## src/rtl/axioma_tick_sch_pkg.sv

```systemverilog
// Shared definitions for the tick scheduler: register addresses, CTRL/MODE bit
// positions, channel state encoding and the round-robin pointer helper.
package axioma_tick_sch_pkg;

    localparam logic [5:0] ADDR_CTRL  = 6'h39;
    localparam logic [5:0] ADDR_SEL   = 6'h3A;
    localparam logic [5:0] ADDR_CNT_L = 6'h3B;
    localparam logic [5:0] ADDR_CNT_H = 6'h3C;
    localparam logic [5:0] ADDR_MODE  = 6'h3D;
    localparam logic [5:0] ADDR_FLAGS = 6'h3E;
    localparam logic [5:0] ADDR_VEC   = 6'h3F;

    localparam int CTRL_EN  = 0;
    localparam int CTRL_CLR = 1;

    localparam int MODE_PERIODIC = 0;
    localparam int MODE_IE       = 1;
    localparam int MODE_TB_US    = 2;
    localparam int MODE_OVR      = 7;

    typedef enum logic [1:0] {
        CH_IDLE  = 2'd0,
        CH_ARMED = 2'd1,
        CH_DONE  = 2'd2
    } ch_state_t;

    // Channel index after v, wrapping at n channels.
    function automatic logic [2:0] rr_next(input logic [2:0] v, input int n);
        if (int'(v) >= n - 1) return 3'd0;
        return v + 3'd1;
    endfunction

endpackage

```

## src/rtl/axioma_tick_sch_if.sv

```systemverilog
// I/O bus and interrupt handshake of the tick scheduler.
// master = CPU side, slave = scheduler side.
interface axioma_tick_sch_if;
    logic [5:0] io_addr;
    logic [7:0] io_data_in;
    logic [7:0] io_data_out;
    logic       io_read;
    logic       io_write;
    logic       irq;
    logic [2:0] irq_vector;
    logic       irq_ack;

    modport master (
        output io_addr, io_data_in, io_read, io_write, irq_ack,
        input  io_data_out, irq, irq_vector
    );

    modport slave (
        input  io_addr, io_data_in, io_read, io_write, irq_ack,
        output io_data_out, irq, irq_vector
    );
endinterface

```

## src/rtl/axioma_tick_sch_channel.sv

```systemverilog
// One countdown channel: period, count, IDLE/ARMED/DONE FSM, expired flag and
// (when AXIOMA_TICK_SCH_OVERRUN_EN is defined) the sticky overrun bit.
module axioma_tick_sch_channel
    import axioma_tick_sch_pkg::*;
#(
    parameter int CNT_W = 16
) (
    input  logic             clk,
    input  logic             reset_n,
    input  logic             i_clr,
    input  logic             i_en,
    input  logic             i_commit,
    input  logic [CNT_W-1:0] i_period,
    input  logic             i_mode_we,
    input  logic [2:0]       i_mode_wdata,
    input  logic             i_tick_1ms,
    input  logic             i_tick_1us,
    input  logic             i_w1c,
    input  logic             i_ack,
    output logic [CNT_W-1:0] o_count,
    output logic [2:0]       o_mode,
    output logic             o_flag,
    output logic             o_ovr,
    output logic             o_active
);

    ch_state_t        r_state;
    ch_state_t        w_state_next;
    logic [CNT_W-1:0] r_period;
    logic [CNT_W-1:0] r_count;
    logic [2:0]       r_mode;
    logic             r_flag;
    logic             w_tick;
    logic             w_step;
    logic             w_expire;

    // A tick coinciding with a commit is dropped so the new period starts clean.
    assign w_tick   = r_mode[MODE_TB_US] ? i_tick_1us : i_tick_1ms;
    assign w_step   = (r_state == CH_ARMED) && i_en && w_tick && !i_commit;
    assign w_expire = w_step && (r_count == CNT_W'(1));

    // State register.
    always_ff @(posedge clk or negedge reset_n) begin
        if (!reset_n) r_state <= CH_IDLE;
        else          r_state <= w_state_next;
    end

    // Next state: CLR, then commit (period 0 disarms), then one-shot expiry.
    always_comb begin
        w_state_next = r_state;
        if (i_clr)
            w_state_next = CH_IDLE;
        else if (i_commit)
            w_state_next = (i_period == '0) ? CH_IDLE : CH_ARMED;
        else if (w_expire && !r_mode[MODE_PERIODIC])
            w_state_next = CH_DONE;
    end

    // Outputs decoded from state.
    always_comb begin
        o_active = (r_state == CH_ARMED);
    end

    // Period, count, mode and flag; an expiry set beats a same-cycle clear.
    always_ff @(posedge clk or negedge reset_n) begin
        if (!reset_n) begin
            r_period <= '0;
            r_count  <= '0;
            r_mode   <= 3'd0;
            r_flag   <= 1'b0;
        end else begin
            if (i_mode_we) r_mode <= i_mode_wdata;
            if (i_commit)  r_period <= i_period;

            if (i_clr)
                r_count <= '0;
            else if (i_commit)
                r_count <= i_period;
            else if (w_expire)
                r_count <= r_mode[MODE_PERIODIC] ? r_period : '0;
            else if (w_step)
                r_count <= r_count - CNT_W'(1);

            if (i_clr)
                r_flag <= 1'b0;
            else if (w_expire)
                r_flag <= 1'b1;
            else if (i_w1c || i_ack)
                r_flag <= 1'b0;
        end
    end

`ifdef AXIOMA_TICK_SCH_OVERRUN_EN
    logic r_ovr;

    // Sticky overrun: expiry while the previous one is still unacknowledged.
    always_ff @(posedge clk or negedge reset_n) begin
        if (!reset_n)
            r_ovr <= 1'b0;
        else if (i_clr)
            r_ovr <= 1'b0;
        else if (w_expire && r_flag)
            r_ovr <= 1'b1;
        else if (i_w1c || i_commit)
            r_ovr <= 1'b0;
    end

    assign o_ovr = r_ovr;
`else
    assign o_ovr = 1'b0;
`endif

    assign o_count = r_count;
    assign o_mode  = r_mode;
    assign o_flag  = r_flag;

endmodule

```

## src/rtl/axioma_tick_scheduler.sv

```systemverilog
// Multi-channel software-timer scheduler at I/O 0x39-0x3F: register decode,
// TEMP_W/TEMP_R byte staging, round-robin IRQ arbiter and read mux.
// Optional build macro: AXIOMA_TICK_SCH_OVERRUN_EN (per-channel overrun bit).
module axioma_tick_scheduler
    import axioma_tick_sch_pkg::*;
#(
    parameter int NUM_CH = 4,
    parameter int CNT_W  = 16
) (
    input  logic                  clk,
    input  logic                  reset_n,
    axioma_tick_sch_if.slave      bus,
    input  logic                  tick_1ms,
    input  logic                  tick_1us,
    output logic [NUM_CH-1:0]     ch_active
);

    logic             r_en;
    logic [2:0]       r_sel;
    logic [7:0]       r_temp_w;
    logic [7:0]       r_temp_r;
    logic             r_irq;
    logic [2:0]       r_vec;
    logic [2:0]       r_rr_ptr;

    logic             w_wr_ctrl, w_wr_sel, w_wr_cnt_l, w_wr_cnt_h, w_wr_mode, w_wr_flags;
    logic             w_rd_cnt_l, w_clr, w_ack_ok;
    logic [CNT_W-1:0] w_count [NUM_CH];
    logic [2:0]       w_mode  [NUM_CH];
    logic [NUM_CH-1:0] w_flag, w_ovr, w_ie, w_pending;
    logic [CNT_W-1:0] w_sel_count;
    logic [2:0]       w_sel_mode;
    logic             w_sel_ovr;
    logic             w_grant_found;
    logic [2:0]       w_grant;
    logic             w_vec_pending;
    logic [7:0]       w_rdata;

    assign w_wr_ctrl  = bus.io_write && (bus.io_addr == ADDR_CTRL);
    assign w_wr_sel   = bus.io_write && (bus.io_addr == ADDR_SEL);
    assign w_wr_cnt_l = bus.io_write && (bus.io_addr == ADDR_CNT_L);
    assign w_wr_cnt_h = bus.io_write && (bus.io_addr == ADDR_CNT_H);
    assign w_wr_mode  = bus.io_write && (bus.io_addr == ADDR_MODE);
    assign w_wr_flags = bus.io_write && (bus.io_addr == ADDR_FLAGS);
    assign w_rd_cnt_l = bus.io_read  && (bus.io_addr == ADDR_CNT_L);
    assign w_clr      = w_wr_ctrl && bus.io_data_in[CTRL_CLR];
    // An ack only means something while a grant is outstanding.
    assign w_ack_ok   = r_irq && bus.irq_ack;
    assign w_pending  = w_flag & w_ie;

    genvar gi;
    generate
        for (gi = 0; gi < NUM_CH; gi++) begin : g_ch
            axioma_tick_sch_channel #(.CNT_W(CNT_W)) u_ch (
                .clk          (clk),
                .reset_n      (reset_n),
                .i_clr        (w_clr),
                .i_en         (r_en),
                .i_commit     (w_wr_cnt_h && (r_sel == 3'(gi))),
                .i_period     (CNT_W'({bus.io_data_in, r_temp_w})),
                .i_mode_we    (w_wr_mode && (r_sel == 3'(gi))),
                .i_mode_wdata (bus.io_data_in[2:0]),
                .i_tick_1ms   (tick_1ms),
                .i_tick_1us   (tick_1us),
                .i_w1c        (w_wr_flags && bus.io_data_in[gi]),
                .i_ack        (w_ack_ok && (r_vec == 3'(gi))),
                .o_count      (w_count[gi]),
                .o_mode       (w_mode[gi]),
                .o_flag       (w_flag[gi]),
                .o_ovr        (w_ovr[gi]),
                .o_active     (ch_active[gi])
            );
            assign w_ie[gi] = w_mode[gi][MODE_IE];
        end
    endgenerate

    // Control, select and byte staging registers.
    always_ff @(posedge clk or negedge reset_n) begin
        if (!reset_n) begin
            r_en     <= 1'b1;
            r_sel    <= 3'd0;
            r_temp_w <= 8'd0;
            r_temp_r <= 8'd0;
        end else begin
            if (w_wr_ctrl) r_en <= bus.io_data_in[CTRL_EN];
            if (w_wr_sel && (int'(bus.io_data_in[2:0]) < NUM_CH))
                r_sel <= bus.io_data_in[2:0];
            if (w_wr_cnt_l) r_temp_w <= bus.io_data_in;
            // Snapshot the high byte so a CNT_L/CNT_H read pair is coherent.
            if (w_rd_cnt_l) r_temp_r <= w_sel_count[15:8];
        end
    end

    // Selected-channel view for the read mux.
    always_comb begin
        w_sel_count   = '0;
        w_sel_mode    = 3'd0;
        w_sel_ovr     = 1'b0;
        w_vec_pending = 1'b0;
        for (int k = 0; k < NUM_CH; k++) begin
            if (r_sel == 3'(k)) begin
                w_sel_count = w_count[k];
                w_sel_mode  = w_mode[k];
                w_sel_ovr   = w_ovr[k];
            end
            if (r_vec == 3'(k)) w_vec_pending = w_pending[k];
        end
    end

    // Round-robin pick: first pending at or above the pointer, else lowest pending.
    always_comb begin
        w_grant_found = 1'b0;
        w_grant       = 3'd0;
        for (int k = 0; k < NUM_CH; k++) begin
            if (!w_grant_found && w_pending[k] && (3'(k) >= r_rr_ptr)) begin
                w_grant_found = 1'b1;
                w_grant       = 3'(k);
            end
        end
        for (int k = 0; k < NUM_CH; k++) begin
            if (!w_grant_found && w_pending[k]) begin
                w_grant_found = 1'b1;
                w_grant       = 3'(k);
            end
        end
    end

    // Grant register: frozen while irq is high, released by ack or by the
    // granted request disappearing (W1C or IE cleared).
    always_ff @(posedge clk or negedge reset_n) begin
        if (!reset_n) begin
            r_irq    <= 1'b0;
            r_vec    <= 3'd0;
            r_rr_ptr <= 3'd0;
        end else if (w_clr) begin
            r_irq    <= 1'b0;
            r_vec    <= 3'd0;
            r_rr_ptr <= 3'd0;
        end else if (!r_irq) begin
            if (w_grant_found) begin
                r_irq <= 1'b1;
                r_vec <= w_grant;
            end
        end else if (w_ack_ok) begin
            r_irq    <= 1'b0;
            r_rr_ptr <= rr_next(r_vec, NUM_CH);
        end else if (!w_vec_pending) begin
            r_irq <= 1'b0;
        end
    end

    // Combinational read mux; zero when not reading or unmapped.
    always_comb begin
        w_rdata = 8'd0;
        if (bus.io_read) begin
            case (bus.io_addr)
                ADDR_CTRL:  w_rdata = {7'd0, r_en};
                ADDR_SEL:   w_rdata = {5'd0, r_sel};
                ADDR_CNT_L: w_rdata = w_sel_count[7:0];
                ADDR_CNT_H: w_rdata = r_temp_r;
                ADDR_MODE:  w_rdata = {w_sel_ovr, 4'd0, w_sel_mode};
                ADDR_FLAGS: w_rdata = 8'(w_flag);
                ADDR_VEC:   w_rdata = {r_irq, 4'd0, r_vec};
                default:    w_rdata = 8'd0;
            endcase
        end
    end

    assign bus.io_data_out = w_rdata;
    assign bus.irq         = r_irq;
    assign bus.irq_vector  = r_vec;

endmodule

```

## src/flat_wrapper.sv

```systemverilog
// flat-port wrapper written by rule: the top's interface ports become plain ports
module axioma_tick_scheduler_flat import axioma_tick_sch_pkg::*;
#(
    parameter int NUM_CH = 4,
    parameter int CNT_W  = 16
)
  (clk, reset_n, tick_1ms, tick_1us, ch_active, bus_io_addr, bus_io_data_in, bus_io_read, bus_io_write, bus_irq_ack, bus_io_data_out, bus_irq, bus_irq_vector);
  axioma_tick_sch_if bus_i ();
  input  logic clk;
  input  logic reset_n;
  input  logic tick_1ms;
  input  logic tick_1us;
  output logic [NUM_CH-1:0] ch_active;
  input wire logic [$bits(bus_i.io_addr)-1:0] bus_io_addr;
  input wire logic [$bits(bus_i.io_data_in)-1:0] bus_io_data_in;
  input wire logic [$bits(bus_i.io_read)-1:0] bus_io_read;
  input wire logic [$bits(bus_i.io_write)-1:0] bus_io_write;
  input wire logic [$bits(bus_i.irq_ack)-1:0] bus_irq_ack;
  output wire logic [$bits(bus_i.io_data_out)-1:0] bus_io_data_out;
  output wire logic [$bits(bus_i.irq)-1:0] bus_irq;
  output wire logic [$bits(bus_i.irq_vector)-1:0] bus_irq_vector;
  assign bus_i.io_addr = bus_io_addr;
  assign bus_i.io_data_in = bus_io_data_in;
  assign bus_i.io_read = bus_io_read;
  assign bus_i.io_write = bus_io_write;
  assign bus_i.irq_ack = bus_irq_ack;
  assign bus_io_data_out = bus_i.io_data_out;
  assign bus_irq = bus_i.irq;
  assign bus_irq_vector = bus_i.irq_vector;
  axioma_tick_scheduler #(.NUM_CH(NUM_CH), .CNT_W(CNT_W)) u_core (.clk(clk), .reset_n(reset_n), .bus(bus_i), .tick_1ms(tick_1ms), .tick_1us(tick_1us), .ch_active(ch_active));
endmodule
```

## config.mk

```make
export PLATFORM = sky130hd
export DESIGN_NAME = axioma_tick_scheduler_flat
export DESIGN_NICKNAME = d
export VERILOG_FILES = /design/src/rtl/axioma_tick_sch_pkg.sv /design/src/rtl/axioma_tick_sch_if.sv /design/src/rtl/axioma_tick_sch_channel.sv /design/src/rtl/axioma_tick_scheduler.sv /design/src/flat_wrapper.sv
export SDC_FILE = /design/constraint.sdc
export NUM_CORES = 1
export LEC_CHECK = 0
export BUFFER_PORTS_ARGS = -buffer_cell sky130_fd_sc_hd__buf_2
export CAP_MARGIN = 20
export CORE_MARGIN = 10
export CORE_UTILIZATION = 45
export CTS_CLUSTER_DIAMETER = 120
export DETAILED_ROUTE_END_ITERATION = 6
export GPL_TIMING_DRIVEN = 0
export PLACE_DENSITY_LB_ADDON = 0.2
export SYNTH_ARGS = -nofsm -noshare
export SYNTH_HDL_FRONTEND = slang
export SYNTH_SLANG_ARGS = --single-unit
```

## constraint.sdc

```tcl
create_clock -name clk -period 2.9 [get_ports clk]
set_input_delay 0.145 -clock clk [delete_from_list [all_inputs] [get_ports clk]]
set_output_delay 0.145 -clock clk [all_outputs]
set_load 0.02 [all_outputs]
```

==> impl_metrics.json <==
{
  "place_area_mm2": 0.0111,
  "syn_avg_cell_area_um2": 8.62,
  "core_mm2": 0.0228,
  "hold_depth": 3,
  "stdcell_count": 1596,
  "crit_path_end_kind": "output pin",
  "clk_pin_slew_ns": 0.07,
  "layout_commonest_cell": "nand2_1",
  "numCtsBuffers": 17,
  "rsz0062_at_grt": "no",
  "cp_max_fo": 10,
  "cts_tree": "done",
  "wire_per_inst_um": 24.2,
  "grt.busiest_layer": "met2",
  "cts_root_buf": "clkbuf_16",
  "peakVddDrop_v": 0.000347,
  "fill_cells": 2191,
  "p_per_area_mw_per_mm2": 628,
  "holdWs_ns": 0.0295,
  "place.gp.congestion": 1.02,
  "die_area_mm2": 0.0299,
  "maxCapViolations": 0,
  "synth_xor_area_share_pct": 2.49,
  "drt_iter0_markers": 1441,
  "synthToLayoutAreaGrowth_pct": 11.3,
  "grt_pass1_vias": 9284,
  "crit_cells": 7,
  "setup_tns_ns": -0.0402,
  "met3_usage_pct": 5.23,
  "io_buffers": 32,
  "max_stage_delay_ns": 0.49,
  "antenna_found_initial": 0,
  "cellLeakagePower_nw": 5.18,
  "fin_crit_ns": 2.94,
  "cp-start-kind": "register",
  "dp_hpwl_um": 27100,
  "synth_top_area_share_pct": 41.9,
  "status": "finished, violations left",
  "num_antenna_cells": 0,
  "fin_worst_skew_ns": 0.0113,
  "critPathBufInv": 3,
  "htree_levels": 4,
  "min_path_type": "in2reg",
  "netlist-cell-type-count": 78,
  "synth.mux.area_fraction_pct": 6.27,
  "grt_use_met2_pct": 36.6,
  "ant_nets": 0,
  "required_ns": 2.76,
  "grt_start_max_net_pins": 107,
  "synthCells": 1219,
  "slowest_stage": "a2111oi_2",
  "synth_edf_count": 0,
  "synth-compound-area-share_pct": 17.7,
  "fin_nets": 1305,
  "synth.net_count": 1252,
  "cts_buffer_depth": 2,
  "use_met1_pct": 36.2,
  "final_layout_size_suffix_gt1_share_pct": 12.5,
  "critPathKind": "reg2out",
  "arrival_ns": 2.80,
  "yosys_register_bits": 177,
  "grt_pass1_wl_um": 58300,
  "violations": "setup timing",
  "num_rows": 55,
  "synth_top_flop_cell": "dfrtp_1",
  "finalMaxSlewViolations": 0,
  "mostFrequentLayoutCells": "nand2_1 (253), dfrtp_1 (176), o21ai_0 (96), a21oi_1 (80), nor2_1 (76)",
  "synthSimpleGateAreaFrac_pct": 25.2,
  "synth.area.top_cells": "dfrtp_1 (42%), nand2_1 (9.0%), o21ai_0 (4.6%)",
  "period_share_pct": 101,
  "yosysSeqAreaShare_pct": 42.2,
  "vias": 9986,
  "finalSetupViolations": 1,
  "fmax_mhz": 340,
  "synthArstFlopShare_pct": 100,
  "hold_viol": 0,
  "dp_slack_ns": -0.0315,
  "routed_wl_um": 38600,
  "crit_chain": "buf_2 -> buf_4 -> a211oi_1 -> a2111oi_2 -> a21oi_1 -> a21oi_1 -> buf_2",
  "tightest_slew_ns": 1.14,
  "viasPerCell": 6.26,
  "dp.cells": 1565,
  "synth_top_family_by_area": "simple AND/OR/NAND/NOR gates",
  "r2r_cells": 7,
  "initial_core_util_pct": 46.1,
  "die_h_um": 173,
  "clk_latency_ns": 0.45,
  "final_area_mm2": 0.0117,
  "grt.total_usage_pct": 25.2,
  "yosys_warnings": 0,
  "cts_sinks": 177,
  "die_w_um": 173,
  "syn-cell-area_mm2": 0.0105,
  "synth_largest_area_cell": "dfrtp_1",
  "overflow": 0,
  "firstDrtPassIters": 7,
  "boundaryPins": 37,
  "slew_headroom_pct": 24.0,
  "cp_top_family": "compound AO/OA/AOI/OAI gates",
  "yosys.area_share.adder_pct": 1.43,
  "drc": 0,
  "fin_ws_ns": -0.0402
}
registers in the layout, indices dropped and copies added (netlist names):
signal,cells
u_core.g_ch.u_ch.o_count,64
u_core.g_ch.u_ch.r_state,8
u_core.r_en,1
u_core.r_temp_w,8
u_core.g_ch.u_ch.o_flag,4
u_core.g_ch.u_ch.r_period,64
u_core.g_ch.u_ch.o_mode,12
u_core.r_temp_r,8
u_core.bus.irq_vector,2
u_core.bus.irq,1
u_core.r_sel,3
u_core.r_rr_ptr,2
worst register-to-register path, cell delays in order, from the launching register on:
cell	delay (ns)
dfstp_2	0.52
buf_2	0.33
nand3b_1	0.14
nor2_1	0.45
clkbuf_1	0.51
nand2_1	0.21
a311oi_1	0.34
nor3_1	0.08
timing repair:
action | in CTS | in global routing
cloned | 0 | 0
gates resized for setup | 5 | 2
endpoints found under the hold margin | 70 | 0
hold buffers | 1 | 0
endpoints found under the setup margin | 5 | 4
setup buffers | 0 | 0
final timing paths:
path	from	endpoint	slack, ns
min in group asynchronous	reset_n	u_core.g_ch[1].u_ch.r_period[2]	0.25
setup / recovery	u_core.r_sel[0]	bus_io_data_out[0]	-0.04
hold reg to reg	u_core.g_ch[2].u_ch.r_period[7]	u_core.g_ch[2].u_ch.r_period[7]	0.47
setup reg to reg	u_core.r_en	u_core.g_ch[2].u_ch.o_count[10]	0.18
hold / removal	bus_irq_ack	u_core.r_rr_ptr[1]	0.03
max in group asynchronous	reset_n	u_core.g_ch[3].u_ch.r_period[2]	1.70
cells by family (layout without fill, tap and decap cells):
family                   count (synthesis)  after routing
buffers and inverters                  110            174
XOR/XNOR                                29             29
AND/OR/NAND/NOR                        540            540
adder cells (fa/ha/maj)                 12             12
multiplexers                            50             50
other                                    1              1
flip-flops                             177            177
AO/OA/AOI/OAI                          300            300
power by group:
part,total [mW],leakage (nW),switching [mW],internal [mW]
clock network,2.29,0.275,1.06,1.23
registers,3.28,2.37,0.532,2.74
logic,1.78,2.53,1.02,0.763
Yosys cell counts, drive strengths merged (6+ instances only):
cell type,count
or3,19
nand2b,13
a22o,6
xor2,16
nand3,41
or4,8
dfrtp,176
o22ai,7
xnor2,13
o211ai,13
mux2,27
nor3,35
a21oi,80
nor4,24
inv,18
a31oi,20
o21ai,96
clkbuf,59
nand3b,11
nor2,77
mux2i,13
a32oi,9
a211oi,7
nand4,10
o21a,11
buf,33
and3,14
a311oi,11
ha,12
a221oi,6
nor2b,12
mux4,10
nand2,253
per-layer routing:
layer | part of all wire (%) | vias up | wire length (um)
li1 | - | 4483 | -
met1 | 44 | 4857 | 16900
met2 | 43 | 554 | 16600
met3 | 10 | 92 | 3860
met4 | 3.1 | 0 | 1200
met5 | 0 | - | 0
per-stage QoR:
step	utilization, %	total power, mW
after floorplan	-	4.37
final	51.3	7.35
after detailed placement	48.7	5.02
after CTS	51.3	7.29
after global routing	51.3	7.63
after global placement	48.6	5.00
layout make-up:
cell class	count	area, um^2	share of cell area, %
Multi-Input combinational cell	932	5610	47.9
Tap cell	313	392	3.35
Inverter	18	67.6	0.578
Clock buffer	20	457	3.91
Clock inverter	10	103	0.877
Buffer	91	427	3.65
Sequential cell	177	4430	37.9
Timing Repair Buffer	35	213	1.82
No activity file was read; power rests on OpenSTA's default activity.
